**src/rtl/regfile_wb_scheduler.sv**
```systemverilog
// ----------------------------------------------------------------------------
// regfile_wb_scheduler
//
// Funnels writebacks from N_REQ producers (0 = ALU, 1 = LSU, 2 = CSR) into
// the single register-file write port (A3/WD3/WE3). A round-robin arbiter
// picks one producer per cycle. A per-register pending-write scoreboard is
// set by decode at issue and cleared when the matching writeback is granted.
// Decode reads the scoreboard through rs1_busy/rs2_busy for RAW hazard checks.
// ----------------------------------------------------------------------------
module regfile_wb_scheduler #(
    parameter int DATA_WIDTH        = 32,
    parameter int NB_OF_REGS        = 32,
    parameter int ADDRESS_BIT_WIDTH = 5,
    parameter int N_REQ             = 3
) (
    input  logic                                 clk,
    input  logic                                 rst,
    input  logic                                 en,

    // writeback requesters, requester k at slice k
    input  logic [N_REQ-1:0]                     req_valid,
    input  logic [N_REQ*ADDRESS_BIT_WIDTH-1:0]   req_addr,
    input  logic [N_REQ*DATA_WIDTH-1:0]          req_data,
    output logic [N_REQ-1:0]                     req_ready,

    // decode side: issue marks a destination pending, rs queries read it
    input  logic                                 issue_valid,
    input  logic [ADDRESS_BIT_WIDTH-1:0]         issue_rd,
    input  logic [ADDRESS_BIT_WIDTH-1:0]         rs1_addr,
    input  logic [ADDRESS_BIT_WIDTH-1:0]         rs2_addr,
    output logic                                 rs1_busy,
    output logic                                 rs2_busy,

    // register-file write port
    output logic                                 WE3,
    output logic [ADDRESS_BIT_WIDTH-1:0]         A3,
    output logic [DATA_WIDTH-1:0]                WD3,

    output logic                                 any_pending
);

    localparam int IDX_W = (N_REQ > 1) ? $clog2(N_REQ) : 1;
    localparam int AW    = ADDRESS_BIT_WIDTH;
    localparam int DW    = DATA_WIDTH;

    // ------------------------------------------------------------------
    // State
    // ------------------------------------------------------------------
    logic [IDX_W-1:0]       ptr_q,  ptr_d;   // last granted requester
    logic [NB_OF_REGS-1:0]  sb_q,   sb_d;    // pending-write scoreboard
    logic                   we3_q,  we3_d;
    logic [AW-1:0]          a3_q,   a3_d;
    logic [DW-1:0]          wd3_q,  wd3_d;

    // ------------------------------------------------------------------
    // Arbitration results
    // ------------------------------------------------------------------
    logic                   grant_vld;
    logic [IDX_W-1:0]       grant_idx;
    logic [N_REQ-1:0]       grant_oh;
    logic [AW-1:0]          grant_addr;
    logic [DW-1:0]          grant_data;

    // Round-robin arbiter: first valid requester scanning upward from ptr+1.
    // Reset also blocks the grant so nothing is handshaken while the block
    // is being cleared.
    always_comb begin
        int               cand;
        logic [IDX_W-1:0] cand_idx;
        // NOTE: every signal driven here gets a default before any branch;
        // a path that leaves one unassigned would infer a latch.
        grant_vld = 1'b0;
        grant_idx = '0;
        grant_oh  = '0;
        cand      = 0;
        cand_idx  = '0;
        if (en && !rst) begin
            for (int i = 1; i <= N_REQ; i++) begin
                cand     = (int'(ptr_q) + i) % N_REQ;
                cand_idx = IDX_W'(cand);
                if (!grant_vld && req_valid[cand_idx]) begin
                    grant_vld = 1'b1;
                    grant_idx = cand_idx;
                end
            end
        end
        if (grant_vld) begin
            grant_oh[grant_idx] = 1'b1;
        end
    end

    // Select the granted requester's address and data from the packed buses.
    always_comb begin
        grant_addr = '0;
        grant_data = '0;
        for (int k = 0; k < N_REQ; k++) begin
            if (grant_oh[k]) begin
                grant_addr = req_addr[k*AW +: AW];
                grant_data = req_data[k*DW +: DW];
            end
        end
    end

    // Scoreboard update: grant clears, issue sets; set is applied last so a
    // new producer outstanding on the same register wins. x0 never pends.
    always_comb begin
        sb_d = sb_q;
        if (en) begin
            if (grant_vld) begin
                sb_d[grant_addr] = 1'b0;
            end
            if (issue_valid && (issue_rd != '0)) begin
                sb_d[issue_rd] = 1'b1;
            end
        end
        sb_d[0] = 1'b0;
    end

    // Write-port and pointer next state: a grant loads A3/WD3 and moves the
    // pointer; WE3 pulses only for non-zero destinations. Without a grant
    // A3/WD3 hold their last value and WE3 drops.
    always_comb begin
        ptr_d = ptr_q;
        we3_d = 1'b0;
        a3_d  = a3_q;
        wd3_d = wd3_q;
        if (grant_vld) begin
            ptr_d = grant_idx;
            a3_d  = grant_addr;
            wd3_d = grant_data;
            we3_d = (grant_addr != '0);
        end
    end

    // State registers; pointer resets to N_REQ-1 so requester 0 goes first.
    always_ff @(posedge clk or posedge rst) begin
        // NOTE: sequential state uses non-blocking assignments so every flop
        // samples pre-edge values regardless of statement order.
        if (rst) begin
            ptr_q <= IDX_W'(N_REQ - 1);
            sb_q  <= '0;
            we3_q <= 1'b0;
            a3_q  <= '0;
            wd3_q <= '0;
        end else begin
            ptr_q <= ptr_d;
            sb_q  <= sb_d;
            we3_q <= we3_d;
            a3_q  <= a3_d;
            wd3_q <= wd3_d;
        end
    end

    // ------------------------------------------------------------------
    // Outputs
    // ------------------------------------------------------------------
    assign req_ready   = grant_oh;
    assign WE3         = we3_q;
    assign A3          = a3_q;
    assign WD3         = wd3_q;
    assign rs1_busy    = sb_q[rs1_addr];
    assign rs2_busy    = sb_q[rs2_addr];
    assign any_pending = |sb_q;

endmodule

```
**config.mk**
```make
export PLATFORM = sky130hd
export DESIGN_NAME = regfile_wb_scheduler
export DESIGN_NICKNAME = d
export VERILOG_FILES = /design/src/rtl/regfile_wb_scheduler.sv
export SDC_FILE = /design/constraint.sdc
export NUM_CORES = 1
export LEC_CHECK = 0
export CAP_MARGIN = 20
export CORE_UTILIZATION = 41
export CTS_CLUSTER_SIZE = 25
export DETAILED_ROUTE_END_ITERATION = 7
export GPL_TIMING_DRIVEN = 1
export PLACE_DENSITY_LB_ADDON = 0.12
export SYNTH_ARGS = -nofsm -noshare
export SYNTH_HDL_FRONTEND = slang
export SYNTH_SLANG_ARGS = --single-unit
```
**constraint.sdc**
```tcl
create_clock -name clk -period 5.55 [get_ports clk]
set_input_delay 1.665 -clock clk [delete_from_list [all_inputs] [get_ports clk]]
set_output_delay 1.665 -clock clk [all_outputs]
set_load 0.02 [all_outputs]
```
==> results.py <==
metrics = {
    "critical_path": {
        "path_class": "primary input to output pin",
        "path_cells": "clkdlybuf4s50_1, a221oi_2, a32oi_2, o211a_2, nor2_4, clkdlybuf4s50_1",
        "cp_num_buf_inv": 2,
        "end_kind": "output pin",
        "start_kind": "primary input",
        "crit_path_start": "req_valid[1]",
        "crit_top_cell": "clkdlybuf4s50_1",
        "r2r-end": "sb_q[20]",
        "critPathMaxStageDelay_ns": 0.62,
        "reg2regPathDepth": 10,
        "required_ns": 3.88,
        "r2r_slack_ns": 2.09,
        "crit_fanout": 6,
        "critPathTopFamily": "buffers and inverters",
        "worst_ep_arrival_time_ns": 3.76,
        "r2r_start": "ptr_q[1]",
        "cp_slowest_cell": "clkdlybuf4s50_1",
    },
    "floorplanning": {
        "start_util_pct": 43.0,
        "row_count": 38,
        "pin_count": 177,
        "die_y_um": 110,
        "dieWidth_um": 110,
        "die-area_um2": 12000,
        "core-area_um2": 11100,
    },
    "grt": {
        "grt_use_total_pct": 25.0,
        "grt_max_degree": 72,
        "antenna_found_initial": 0,
        "grt_pass1_vias": 4623,
        "grt_first_pass_wirelength_mm": 22.8,
        "overflow": 0,
    },
    "yosys": {
        "yosys.area.top_type": "dfrtp_1",
        "ys_top_cells_by_area": "dfrtp_1 (37%), mux4_2 (8.5%), nand2_1 (5.8%), mux2i_1 (4.2%), o211ai_1 (3.8%)",
        "synth_cell_type_count": 54,
        "synthTopCellsByCount": "nand2_1 (74), dfrtp_1 (70), nor2_1 (36), o21ai_0 (29), inv_1 (28)",
        "yosys_warnings": 0,
        "synth_edf_count": 0,
        "ys.flop_type": "dfrtp_1",
        "synth.most_common_cell": "nand2_1",
        "synth_top_area_share_pct": 36.8,
        "synthArstFlopShare_pct": 100,
        "avgSynthCellArea_um2": 9.62,
        "synth_nets": 632,
        "synth.ff_latch_count": 71,
        "syn_inst": 495,
        "ys_seq_area_share_pct": 37.4,
        "syn-cell-area_um2": 4760,
    },
    "layout": {
        "fillers": 908,
        "layout-drive-gt1-share_pct": 12.7,
        "num_antenna_cells": 0,
        "multi_input_area_um2": 2720,
        "layout.nets": 801,
        "seq_area_um2": 1780,
        "fin_util_pct": 62.7,
        "stdcell_area_um2": 6950,
        "area_growth_syn_to_layout_pct": 46.0,
    },
    "run_status": {
        "outcome": "complete, no violations",
    },
    "placement": {
        "place_area_um2": 6660,
        "hpwl_mm": 11.0,
        "place_congestion": 0.876,
        "post-place-ws_ns": -0.245,
        "port_buffers": 176,
    },
    "pwr": {
        "irDropWorstVdd_v": 0.000247,
        "p_leak_nw": 2.84,
        "p_per_area_nw_per_um2": 410,
    },
    "timing": {
        "timing.slew.headroom_pct": 34.5,
        "slew_viol_final": 0,
        "layout_setup_ws_ns": 0.121,
        "hold_ws_ns": 0.473,
        "hold_viol": 0,
        "fin_crit_sh_pct": 97.8,
        "grt_setup_unrepaired": "false",
        "fin_setup_tns_ns": 0,
        "period_minus_slack_ns": 5.43,
        "setup_viol": 0,
        "worstMarginPinSlew_ns": 0.979,
        "fin_skew_ns": 0.00646,
        "max_freq_mhz": 184,
    },
    "clock_network": {
        "cts_hold_buffers": 0,
        "h-tree-depth": 3,
        "cts_buffers": 9,
        "clkTransAtPathRegs_ns": 0.05,
        "cts_tree": "built",
        "clock-sinks": 71,
        "root_buffer": "clkbuf_16",
        "clockBufferDepth": 2,
        "insertion_delay_ns": 0.33,
        "cts_setup_buffers": 0,
    },
    "hold_path": {
        "hold_path.class": "register to register",
        "hp-start": "WD3[4]",
        "holdPathEnd": "WD3[4]",
        "min_path_cells": 1,
    },
    "job": {
        "maxCapViolations": 0,
    },
    "drt": {
        "vias_per_cell": 5.77,
        "first_pass_iters": 7,
        "wirelength_mm": 14.9,
        "vias": 4669,
        "drcViolationCount": 0,
        "wl_per_cell_um": 18.4,
        "ant_nets": 0,
        "drt-initial-drc-count": 235,
    },
}
-- placed cells by master, fill, tap and decap left out, types with 3 or more instances in the layout --
master             n
o211ai_1          24
nor3_4             4
inv_1             27
nand2b_1           5
clkbuf_8           3
clkbuf_16          9
or3b_1             5
a221o_1           13
dfrtp_1           70
a21o_1            19
ha_1               4
a211oi_1          19
clkdlybuf4s50_1  172
o32ai_1            5
or3b_2             8
a21oi_1           27
clkbuf_1           3
mux2i_1           20
o22ai_2            3
buf_4             11
a2111oi_0          5
o21ai_0           29
nor2b_1            3
mux4_2            18
nor3_2             4
nand2_1           74
nor2_1            36
nor4_1             8
-- power breakdown --
part           internal, mW  total, mW  switching, mW
Sequential            0.702      0.837          0.135
Combinational         0.689       1.46          0.770
Clock                 0.339      0.551          0.212
Total                  1.73       2.85           1.12
-- per-layer routing --
layer / GRT usage, % / wire length (µm)
met3: 7.53 / 1290
met1: 29.6 / 5970
met4: 9.05 / 265
met2: 42.6 / 7340
met5: 0 / 0
-- state kept, by name, summed over array words and instances, names as in the netlist --
register and cells:
WD3 32, sb_q 31, ptr_q 2, A3 5, WE3 1
-- final cells by class --
| type | count | share of cell area (%) |
|---|---|---|
| clock buffer | 15 | 4.00 |
| tap | 140 | 2.52 |
| inverter | 29 | 1.64 |
| clock inverter | 1 | 0.0720 |
| multi-input combinational | 364 | 39.1 |
| sequential | 71 | 25.6 |
| timing repair buffer | 189 | 27.1 |
-- how the worst max path moves through the flow --
stage	endpoint	slack, ns	cells after the start
2_1_floorplan	req_ready[1]	0.39	5
3_3_place_gp	rs1_busy	-0.20	6
3_5_place_dp	rs1_busy	-0.25	6
4_1_cts	rs1_busy	0.007	6
5_1_grt	req_ready[1]	0.05	6
6_report	req_ready[1]	0.12	6
-- worst register-to-register path: stages (launching register included) --
cell and delay, ns:
dfstp_2 0.56, inv_1 0.07, ha_1 0.24, a221oi_2 0.31, a32oi_2 0.13, o31a_1 0.30
or2_2 0.33, buf_4 0.30, o22a_1 0.50, a2111oi_0 0.48, a21oi_1 0.13
-- cell families (layout without fill, tap and decap cells) --
kind of cell	Yosys count	in the layout	synth area share (%)
AO/OA/AOI/OAI	161	161	25.4
flip-flops	71	71	37.4
AND/OR/NAND/NOR	159	159	17.2
buffers and inverters	60	234	5.84
multiplexers	40	40	13.2
adder cells (fa/ha/maj)	4	4	1.05
-- per-stage QoR --
step | std cells | power, mW
global route | 809 | 3.01
finish | 809 | 2.85
global placement | 793 | 2.25
floorplan | 495 | 1.68
detailed placement | 793 | 2.29
CTS | 809 | 2.85
-- repair_timing --
item,in CTS,in global routing
cloned,0,0
setup endpoints to repair,2,4
resized for setup,4,5
No activity file was read; power rests on OpenSTA's default activity.
